**config.mk**
```make
export PLATFORM = sky130hd
export DESIGN_NAME = apb_requester
export DESIGN_NICKNAME = d
export VERILOG_FILES = /design/src/rtl/apb_requester.sv
export SDC_FILE = /design/constraint.sdc
export NUM_CORES = 1
export LEC_CHECK = 0
export ABC_CLOCK_PERIOD_IN_PS = 2800
export BUFFER_PORTS_ARGS = -buffer_cell sky130_fd_sc_hd__buf_4
export CAP_MARGIN = 20
export CORE_ASPECT_RATIO = 1.4
export CORE_MARGIN = 2
export CORE_UTILIZATION = 35
export CTS_CLUSTER_SIZE = 14
export DETAILED_ROUTE_END_ITERATION = 12
export GPL_TIMING_DRIVEN = 0
export PLACE_DENSITY = 0.65
export SLEW_MARGIN = 20
export SYNTH_ARGS = -nofsm -noshare
export SYNTH_HDL_FRONTEND = slang
export SYNTH_SLANG_ARGS = --single-unit
```
**constraint.sdc**
```tcl
create_clock -name pclk -period 2.8 [get_ports pclk]
set_clock_uncertainty 0.1 [all_clocks]
set_input_delay 0.14 -clock pclk [delete_from_list [all_inputs] [get_ports pclk]]
set_output_delay 0.14 -clock pclk [all_outputs]
set_load 0.02 [all_outputs]
```
**src/rtl/apb_requester.sv**
```systemverilog
// APB initiator: one valid/ready command in, one APB transfer out, one response back.
// Optional ACCESS-phase timeout abort is compiled in with `define APB_REQ_TIMEOUT_EN.
module apb_requester #(
  parameter int ADDR_W         = 32,
  parameter int DATA_W         = 32,
  parameter int TIMEOUT_CYCLES = 256
) (
  input  logic              pclk,
  input  logic              preset,
  input  logic              cmd_valid,
  output logic              cmd_ready,
  input  logic              cmd_write,
  input  logic [ADDR_W-1:0] cmd_addr,
  input  logic [DATA_W-1:0] cmd_wdata,
  output logic              rsp_valid,
  input  logic              rsp_ready,
  output logic [DATA_W-1:0] rsp_rdata,
  output logic              rsp_err,
  output logic              psel,
  output logic              penable,
  output logic              pwrite,
  output logic [ADDR_W-1:0] paddr,
  output logic [DATA_W-1:0] pwdata,
  input  logic [DATA_W-1:0] prdata,
  input  logic              pready,
  input  logic              pslverr
);

  typedef enum logic [1:0] {
    S_IDLE   = 2'd0,
    S_SETUP  = 2'd1,
    S_ACCESS = 2'd2,
    S_RESP   = 2'd3
  } state_t;

  state_t r_state;

`ifdef APB_REQ_TIMEOUT_EN
  logic [15:0] r_wait;
`endif

  always_ff @(posedge pclk or posedge preset) begin
    if (preset) begin
      r_state   <= S_IDLE;
      cmd_ready <= 1'b1;
      psel      <= 1'b0;
      penable   <= 1'b0;
      pwrite    <= 1'b0;
      paddr     <= '0;
      pwdata    <= '0;
      rsp_valid <= 1'b0;
      rsp_rdata <= '0;
      rsp_err   <= 1'b0;
`ifdef APB_REQ_TIMEOUT_EN
      r_wait    <= '0;
`endif
    end else begin
      case (r_state)
        S_IDLE: begin
          if (cmd_valid && cmd_ready) begin
            pwrite    <= cmd_write;
            paddr     <= cmd_addr;
            pwdata    <= cmd_wdata;
            cmd_ready <= 1'b0;
            psel      <= 1'b1;
            r_state   <= S_SETUP;
          end
        end
        S_SETUP: begin
          penable <= 1'b1;
          r_state <= S_ACCESS;
`ifdef APB_REQ_TIMEOUT_EN
          r_wait  <= '0;
`endif
        end
        S_ACCESS: begin
          // A completing pready always beats the timeout limit in the same cycle.
          if (pready) begin
            psel      <= 1'b0;
            penable   <= 1'b0;
            rsp_rdata <= pwrite ? '0 : prdata;
            rsp_err   <= pslverr;
            rsp_valid <= 1'b1;
            r_state   <= S_RESP;
          end
`ifdef APB_REQ_TIMEOUT_EN
          else if (r_wait == 16'(TIMEOUT_CYCLES - 1)) begin
            psel      <= 1'b0;
            penable   <= 1'b0;
            rsp_rdata <= '0;
            rsp_err   <= 1'b1;
            rsp_valid <= 1'b1;
            r_state   <= S_RESP;
          end else begin
            r_wait <= r_wait + 16'd1;
          end
`endif
        end
        S_RESP: begin
          if (rsp_ready) begin
            rsp_valid <= 1'b0;
            cmd_ready <= 1'b1;
            r_state   <= S_IDLE;
          end
        end
        default: r_state <= S_IDLE;
      endcase
    end
  end

endmodule

```
Yosys cells after proc, flatten, opt, wreduce, memory -nomap -nowiden
Cells that the tools add are included. W data, S select, Z words.

Register bits: 104. Input bits: 103. Logic and storage cells: 44.

Eq/ne operators: 6. Mux-type cells: 15. Reductions and logical operators: 13.

Operators by type and width (number): $mux W32 (1); $reduce_and A3 Y1 (4); $pmux W1 S2 (4); $pmux W2 S4 (1); $reduce_bool A2 Y1 (4); $mux W1 (6); $mux W2 (3); $ne A2 B2 Y1 const B (3); $reduce_and A2 Y1 (3); $eq A2 B2 Y1 const B (2); $eq A2 B1 Y1 const B (1); $logic_not A2 Y1 (1); $logic_and A1 B1 Y1 (1).

Longest topological paths before layout
Depth in word-level cells: 3. Gate-level depth with buffers: 7. Mapped depth without buffers: 5.

Worst setup path before layout
Ideal clock, no wire load.

Path type: register to register. Start point: reg r_state[0]. End point: reg paddr[0]. Setup time: 125 ps. Arrival: 1454 ps. Data required time: 2575 ps. Slack: 1121 ps. Cell stages (with the launch flop): 7. Cell sequence: dfrtp_1 -> inv_1 -> ha_1 -> nand3_2 -> buf_6 -> buf_6 -> mux2_4.

Longest elaborated chain between the ends: 2.

RTL lines: start: declaration (RTL line 36) `state_t r_state;`; start signal: assignment (RTL line 44) `r_state <= S_IDLE;`; start signal: assignment (RTL line 66) `r_state <= S_SETUP;`; start signal: assignment (RTL line 71) `r_state <= S_ACCESS;`; $logic_not A2 Y1 (RTL line 58) `case (r_state)`; $reduce_and A2 Y1 (no line); end signal: assignment (RTL line 62) `paddr <= cmd_addr;`; end: declaration (RTL line 22) `output logic [ADDR_W-1:0] paddr,`.

No other way between the ends. A chain may end at the register's enable or synchronous reset.

Final worst setup path
Start point: reg r_state[0]. End point: reg rsp_rdata[27].

Longest elaborated chain between the ends: 2.

RTL lines: $eq A2 B2 Y1 (RTL line 58); $reduce_and A2 Y1 (no line); end signal: assignment (RTL line 81) `rsp_rdata <= pwrite ? '0 : prdata;`; end: declaration (RTL line 17) `output logic [DATA_W-1:0] rsp_rdata,`.

No other way between the ends.

==> flow_summary.ini <==
[finish]
multiInputGateArea_um2 = 1678
fin_nets = 747
drive_above_1_share_pct = 47.51
area_growth_pct = 69.37
stdcell_count = 792
finalInstanceArea_um2 = 7472
diodes = 0
final_core_util_pct = 60.69
fillers = 958
regArea_um2 = 2604

[sta]
finalHoldViolations = 0
relSlewSlack_pct = 60.68
tightest_slew_ns = 0.5885
period_needed_ns = 1.918
max_freq_mhz = 521.5
slew_viol_final = 0
finalSetupViolCount = 0
rsz0062_at_grt = no
post-route-period-util_pct = 68.48
fin_tns_setup_ns = 0

[detailed_routing]
drc = 0
viasPerCell = 4.659
vias = 3690
drtIter0Drc = 66
dr.pass1.iters = 4
routed_wl_um = 12610
final_antenna_net_count = 0
wl_per_cell_um = 15.92

[global_route]
grtUsageTotal_pct = 18.48
grt_pass1_vias = 4040
grt_util_met3_pct = 3.166
grtUsageMet2_pct = 33.48
grt_first_pass_wirelength_um = 19990
grtUsageMet1_pct = 21.24
busiest_layer = met2
grt_overflow_total = 0
grt_antenna_before_repair = 0
grt_max_degree = 32

[worst_setup_path]
r2r_setup_slack_ns = 0.88
setup.worst_path.class = register to register
endpoint_kind = register
r2r-end = rsp_rdata[27]
rr_worst_depth = 6
crit_path_start_kind = register
required_ns = 2.90
crit_path_start = r_state[0]
critPathMaxFanout = 10
r2r_start = r_state[0]
cp.arrival_ns = 2.02

[clock_network]
clk_path_buf_depth = 2
h-tree-depth = 3
cts_buffers = 9
clock-root-buffer = clkbuf_16
clk_pin_slew_ns = 0.07
cts_sinks = 104
cts_tree = built
clock_latency_ns = 0.34

[worst_hold_path]
holdPathEnd = rsp_valid
hold_path_startpoint = rsp_ready
hold_path_class = input port to register
hold_depth = 3

[logic_synthesis]
syn_inst = 320
synth_most_common_cell = dfrtp_1
synth-edff-count = 0
syn-num-nets = 430
ys.warnings.count = 0
synthArstFlopShare_pct = 100.0
synth_area_leader_cell = dfrtp_1
synth_cell_types = 22
synthFlopType = dfrtp_1
synth_area_leaders = dfrtp_1 58%, mux2_4 17%, nand2b_1 5.0%
yosys_register_bits = 104
synthTopCellsByCount = 103 x dfrtp_1, 50 x mux2_4, 36 x nand2_1, 35 x nand2b_1, 35 x o21ai_0
seq_area_frac_synth_pct = 59.02
syn_area_um2 = 4412
synth_top_area_share_pct = 58.42
syn_area_per_cell_um2 = 13.79

[floorplanning]
io-pin-count = 205
start_util_pct = 35.83
core_um2 = 12310
die_area_um2 = 13530
row_count = 48
die_width_um = 98.89
fp.dieH_um = 136.8

[power_and_ir_drop]
p_leak_nw = 3.775
vdd_drop_max_mv = 0.4304
power_w = 0.008065
p_per_area_nw_per_um2 = 1079

[placement]
portBuffers = 204
dpl_cell_area_um2 = 6195
finalWeightedCongestion = 0.8019
placedCellCount = 677
dp_hpwl_um = 8598

[status]
status = complete, no violations

[run]
cap_violations = 0
-- final cells by class --
class                           instances  area share, %
Clock inverter                          7         0.8205
Multi-Input combinational cell        195          22.45
Clock buffer                            9          3.014
Tap cell                              150          2.512
Sequential cell                       104          34.85
Timing Repair Buffer                  306          34.56
Inverter                                4         0.2512
Buffer                                 17          1.541
-- cells by family (layout without fill, tap and decap cells) --
group | Yosys count | after routing | synth area share, %
adder cells (fa/ha/maj) | 7 | 7 | 1.985
AO/OA/AOI/OAI | 42 | 42 | 5.388
buffers and inverters | 21 | 343 | 2.949
flip-flops | 104 | 104 | 59.02
AND/OR/NAND/NOR | 77 | 77 | 8.849
multiplexers | 69 | 69 | 21.81
-- state kept, by name (all words and copies together) (netlist names), 2 cells and up --
name,flops
paddr,32
pwdata,32
r_state,2
rsp_rdata,32
-- cell usage in the layout (no fill, tap or decap), types with 3 or more instances in the layout --
master,n
buf_12,3
clkbuf_16,9
nand2_1,36
ha_1,7
dfrtp_1,103
buf_6,6
nand2b_1,35
buf_2,5
dlygate4sd3_1,99
mux2_4,50
buf_4,204
nor2b_1,3
clkbuf_1,6
o21ai_0,35
inv_1,3
mux2_2,17
-- critical path, cell delays in order (launching register included) --
cell      delay [ns]
dfrtp_1         0.42
inv_1           0.13
ha_1            0.29
nand2_1         0.12
buf_2           0.22
clkbuf_1        0.34
o21ai_0         0.17
-- metal layers --
| metal | part of all wire, % | routed length (um) |
|---|---|---|
| met1 | 38 | 4770 |
| met2 | 55 | 6898 |
| met3 | 4.4 | 554 |
| met4 | 3.1 | 389 |
| met5 | 0 | 0 |
-- power by group --
group | switching, W | total [W] | internal (W)
registers | 0.000473 | 0.00273 | 0.00226
clock network | 0.000595 | 0.00122 | 0.000621
logic | 0.00200 | 0.00412 | 0.00211
total | 0.00307 | 0.00806 | 0.00499
-- per-stage QoR --
step	hold slack [ns]	setup WS (ns)
finish	0.02180	0.8825
global route	0.03031	0.6835
detailed placement	0.1498	0.8709
floorplan	0.1885	1.121
global placement	0.2722	0.6097
CTS	0.01043	0.8420
-- worst max-delay path by stage --
stage / endpoint / slack (ns) / cells past startpoint
after floorplan: paddr[0] / 1.12 / 6
after global placement: rsp_rdata[6] / 0.61 / 2
after detailed placement: rsp_rdata[27] / 0.87 / 6
after CTS: rsp_rdata[27] / 0.84 / 6
after global routing: rsp_rdata[28] / 0.68 / 6
final: rsp_rdata[27] / 0.88 / 6
-- repair_timing --
action                    in CTS  in global routing
resized for setup              0                  0
setup buffers                  0                  0
hold endpoints to repair     121                  0
hold buffers                  99                  0
(Power assumes the default switching activity.)
